`config.mk`:
```
export PLATFORM = sky130hd
export DESIGN_NAME = sram_copy_engine
export DESIGN_NICKNAME = d
export VERILOG_FILES = /design/src/rtl/sram_copy_engine.sv
export SDC_FILE = /design/constraint.sdc
export NUM_CORES = 1
export LEC_CHECK = 0
export BUFFER_PORTS_ARGS = -buffer_cell sky130_fd_sc_hd__buf_2
export CORE_MARGIN = 4
export CORE_UTILIZATION = 37
export CTS_BUF_LIST = sky130_fd_sc_hd__clkbuf_8 sky130_fd_sc_hd__clkbuf_16
export CTS_CLUSTER_SIZE = 8
export DETAILED_ROUTE_END_ITERATION = 12
export PLACE_DENSITY = 0.64
export REMOVE_ABC_BUFFERS = 1
export SLEW_MARGIN = 20
export SYNTH_ARGS = -nofsm -noshare
export SYNTH_HDL_FRONTEND = slang
export SYNTH_SLANG_ARGS = --single-unit
export TNS_END_PERCENT = 30
```
`constraint.sdc`:
```
create_clock -name clk -period 6 [get_ports clk]
set_input_delay 1.2 -clock clk [delete_from_list [all_inputs] [get_ports clk]]
set_output_delay 1.2 -clock clk [all_outputs]
set_load 0.02 [all_outputs]
```
`src/rtl/sram_copy_engine.sv`:
```
// Simple DMA initiator for the single-port sram: block copy or constant fill of len words,
// with an XOR checksum of every word written. All outputs come from registers.
module sram_copy_engine #(
   parameter int unsigned addr_width = 16,
   parameter int unsigned data_width = 32
) (
   input  logic                  clk,
   input  logic                  rst,
   input  logic                  start,
   input  logic                  mode,
   input  logic [addr_width-1:0] src_addr,
   input  logic [addr_width-1:0] dst_addr,
   input  logic [addr_width-1:0] len,
   input  logic [data_width-1:0] fill_value,
   output logic                  busy,
   output logic                  done,
   output logic [data_width-1:0] checksum,
   output logic                  mem_en,
   output logic                  mem_we,
   output logic [addr_width-1:0] mem_addr,
   output logic [data_width-1:0] mem_wr_data,
   input  logic [data_width-1:0] mem_rd_data
);

   typedef enum logic [1:0] {IDLE, READ, WRITE, DONE} state_t;

   state_t                state, state_d;
   logic [addr_width-1:0] cnt, cnt_d;
   logic                  mode_q, mode_d;
   logic [addr_width-1:0] src_q, src_d, dst_q, dst_d, len_q, len_d;
   logic [data_width-1:0] fill_q, fill_d, data_q, data_d, checksum_d;
   logic                  busy_d, done_d, en_d, we_d;
   logic [addr_width-1:0] addr_d;
   logic [data_width-1:0] wr_data_d;

   // Next state, then the Moore outputs of that next state so they register alongside it.
   always_comb begin
      state_d    = state;
      cnt_d      = cnt;
      mode_d     = mode_q;
      src_d      = src_q;
      dst_d      = dst_q;
      len_d      = len_q;
      fill_d     = fill_q;
      data_d     = data_q;
      checksum_d = checksum;
      busy_d     = 1'b0;
      done_d     = 1'b0;
      en_d       = 1'b0;
      we_d       = 1'b0;
      addr_d     = '0;
      wr_data_d  = '0;

      case (state)
         IDLE: begin
            if (start) begin
               mode_d     = mode;
               src_d      = src_addr;
               dst_d      = dst_addr;
               len_d      = len;
               fill_d     = fill_value;
               cnt_d      = '0;
               checksum_d = '0;
               if (len == '0)  state_d = DONE;
               else if (mode)  state_d = WRITE;
               else            state_d = READ;
            end
         end
         READ: begin
            data_d  = mem_rd_data;
            state_d = WRITE;
         end
         WRITE: begin
            checksum_d = checksum ^ mem_wr_data;
            if (cnt == len_q - addr_width'(1)) begin
               state_d = DONE;
            end else begin
               cnt_d   = cnt + addr_width'(1);
               state_d = mode_q ? WRITE : READ;
            end
         end
         DONE: state_d = IDLE;
         default: state_d = IDLE;
      endcase

      busy_d = (state_d != IDLE);
      case (state_d)
         READ: begin
            en_d   = 1'b1;
            addr_d = src_d + cnt_d;
         end
         WRITE: begin
            en_d      = 1'b1;
            we_d      = 1'b1;
            addr_d    = dst_d + cnt_d;
            wr_data_d = mode_d ? fill_d : data_d;
         end
         DONE: done_d = 1'b1;
         default: ;
      endcase
   end

   always_ff @(posedge clk) begin
      if (rst) begin
         state       <= IDLE;
         cnt         <= '0;
         mode_q      <= 1'b0;
         src_q       <= '0;
         dst_q       <= '0;
         len_q       <= '0;
         fill_q      <= '0;
         data_q      <= '0;
         checksum    <= '0;
         busy        <= 1'b0;
         done        <= 1'b0;
         mem_en      <= 1'b0;
         mem_we      <= 1'b0;
         mem_addr    <= '0;
         mem_wr_data <= '0;
      end else begin
         state       <= state_d;
         cnt         <= cnt_d;
         mode_q      <= mode_d;
         src_q       <= src_d;
         dst_q       <= dst_d;
         len_q       <= len_d;
         fill_q      <= fill_d;
         data_q      <= data_d;
         checksum    <= checksum_d;
         busy        <= busy_d;
         done        <= done_d;
         mem_en      <= en_d;
         mem_we      <= we_d;
         mem_addr    <= addr_d;
         mem_wr_data <= wr_data_d;
      end
   end

endmodule

```
==> run metrics <==
core region area=roughly 25000 µm²; Via density=just over 5; Die W=between 150 and 200 µm; Critical Path Source=len_q[2]; H-tree levels=1; Flop pwr share=a little over two fifths; worst-margin pin slew=927 ps; Peak supply drop=~0.00018 V; num rows=between 50 and 60; Slew headroom=roughly 37%; root buffer selected by CTS=clkbuf_16; fill count=roughly 2.5k; Initial Utilization=between 30 and 40%; maximum clock rate=roughly 180 MHz; reg2reg start=len_q[2]; I/O Buffers=around 200; antenna violations before repair=8; Post-route DRC=0; Power Internal=~0.0027 W; final hold vios=0; vias=~8k; sequential fraction of the synthesis area=45.3%; CP arrival=about 6000 ps; Distinct cells, synth=72; Psw=about 0.001 W; CP Launch Type=flip-flop; Crit Path Max Fanout=13; Async SR Flop Fraction=0%; Pwr per Cell Area=between 300 and 400 nW/µm²; Ports=200; clk slew on worst S/H paths=about 50 ps; buffers from clock root to sink, at most=3; Core Util, Final=46.1%; minimum clock period=5610 ps; Synth top cells by count=dfxtp_1, nand2_1, nor2_1, mux2i_1, a21oi_1; chip height=168 µm; status=finished clean; most common cell in the netlist=dfxtp_1; CTS tree=done; Setup CP Type=reg2reg; Syn Area/Cell=8.95 µm²; Finished Layout Cells=around 1.6k; top cell type by total area after synthesis=dfxtp_1; R2R Setup Slk=390 ps; vias in the first global route=approximately 8.0k; first-pass GRT wire length=41.0 mm; final wirelength=approximately 25 mm; number of synthesized flops with an enable pin=0; top post-synthesis cells by area=dfxtp_1, mux2i_1, nand2_1; Tcrit/Tclk final=93.4%; routability cong.=just under 0.9; combinational share of power=~18%; # nets final=roughly 1.4k; leakage=slightly above 5 nW; CP Capture Type=flip-flop; post-CTS setup buffer count=0; area grow syn2layout=22.5%; FF-to-FF path depth=21; share of layout cells above drive strength 1=between 20% and 30%; RSZ-0062 raised after global routing=no; Max Transition Viols Final=0; routed length per instance=about 16 µm; most used flip-flop cell after synthesis=dfxtp_1; Worst Skew=about 14 ps; die area=between 20000 and 30000 µm²; Post-Syn Area=roughly 9500 µm²; MaxCap Viol Count=0; global route total overflow=0; Req. time, crit path=between 6000 and 7000 ps; hold crit path type=reg2reg; clk sink count=215; Detailed Route Iter0 Violations=440; Mapped Cells=1061; Seq. cell area=4300 µm²; Synth Register Bits=about 220; largest net degree at the start of global routing=73; placed insts=~1.5k; Sw Ratio=~27%; Final Setup Violations=0; Routed Antenna Nets=0; hold buffers post-CTS=0; clock latency on the worst-skew pair=540 ps; Clk pwr share=39.8%; footprint of the multi-input gates=just under 5000 µm²; r2r endpoint=mem_addr[15]; drt pass-1 iters=5; GRT Total Usage=17.5%; Synth top area share=between 40% and 50%; TritonCTS buffer count=30; Resized cells post-CTS=0; hpwl dp=approximately 18 mm; Worst Setup EP=mem_addr[15]; YS warnings=0
-- metrics by stage --
step           setup WS (ps)  area (µm²)  power [W]  hold slack, ps  TNS [ps]
4_1_cts                  135       11600    0.00371             461         0
2_1_floorplan           -743        9240    0.00201             431     -1040
5_1_grt                 53.0       11600    0.00386             481         0
3_5_place_dp             172       10800    0.00223             454         0
3_3_place_gp             346       10800    0.00222             446         0
6_report                 394       11600    0.00366             462         0
-- area by class of cell --
| cell class | instances | area share (%) |
|---|---|---|
| antenna | 6 | 0.129 |
| timing repair buffer | 218 | 9.80 |
| sequential | 215 | 37.0 |
| clock buffer | 31 | 6.66 |
| multi-input combinational | 771 | 42.5 |
| clock inverter | 1 | 0.0322 |
| tap | 330 | 3.55 |
| inverter | 12 | 0.387 |
-- worst min-delay path by stage --
stage | start | endpoint | depth (start not counted)
2_1_floorplan | fill_q[31] | fill_q[31] | 2
3_3_place_gp | fill_q[31] | fill_q[31] | 2
3_5_place_dp | fill_q[31] | fill_q[31] | 2
4_1_cts | fill_q[31] | fill_q[31] | 2
5_1_grt | fill_q[1] | fill_q[1] | 2
6_report | fill_q[4] | fill_q[4] | 2
-- logic make-up after synthesis --
logic type	after synthesis	synth area share, %
flip-flops	215	45.3
AO/OA/AOI/OAI	188	13.2
XOR/XNOR	63	5.81
adder cells (fa/ha/maj)	21	2.85
buffers and inverters	75	3.25
multiplexers	96	10.1
AND/OR/NAND/NOR	403	19.5
-- flip-flops by register name, indices dropped and copies added, names as in the netlist --
name / flops
mem_addr: 16
mem_en: 1
src_q: 16
mem_wr_data: 32
data_q: 32
state: 2
mem_we: 1
cnt: 16
dst_q: 16
len_q: 16
done: 1
mode_q: 1
checksum: 32
fill_q: 32
busy: 1
-- per-layer routing --
layer | global-route usage (%) | up-vias | wire length [µm]
met5 | 0 | - | 23
met1 | 22.3 | 3715 | 11000
met2 | 28.7 | 220 | 11600
li1 | - | 3978 | -
met3 | 4.18 | 68 | 1620
met4 | 6.95 | 4 | 909
-- critical path, stage by stage, from the launching register on --
cell and delay, ps:
dfxtp_1 390, nor4_4 410, buf_4 220, nand3_2 80, mux2_1 330, a211o_1 250
a311o_2 400, buf_4 210, o21ai_0 210, a21boi_2 140, ha_4 230, mux2i_1 250
ha_1 280, a21o_1 170, a221o_1 330, o41a_1 410, a211o_1 350, a31oi_1 170
buf_4 160, nor3_1 50, o41ai_1 370, nand2_1 70
-- power groups by stage --
stage / Clock [W] / Combinational [W] / Sequential, W
after detailed placement: 0 / 0.000645 / 0.00159
after floorplan: 0 / 0.000401 / 0.00161
after global placement: 0 / 0.000639 / 0.00158
final: 0.00146 / 0.000648 / 0.00156
after CTS: 0.00151 / 0.000647 / 0.00156
after global routing: 0.00157 / 0.000721 / 0.00157
-- placed cells by master, fill, tap and decap left out, drive strengths merged, types with 4 or more instances in the layout --
cell type / count
a21o: 36
a21oi: 90
a31oi: 6
and2: 18
and3: 9
and4: 4
buf: 218
clkbuf: 31
dfxtp: 215
diode: 6
ha: 20
inv: 13
mux2i: 94
nand2: 163
nand2b: 33
nand3: 6
nor2: 127
nor2b: 7
nor3: 9
nor4: 11
o2111ai: 5
o211ai: 5
o21ai: 10
o21bai: 4
xnor2: 19
xor2: 44
Note: power is estimated with default switching activity, not from simulation.
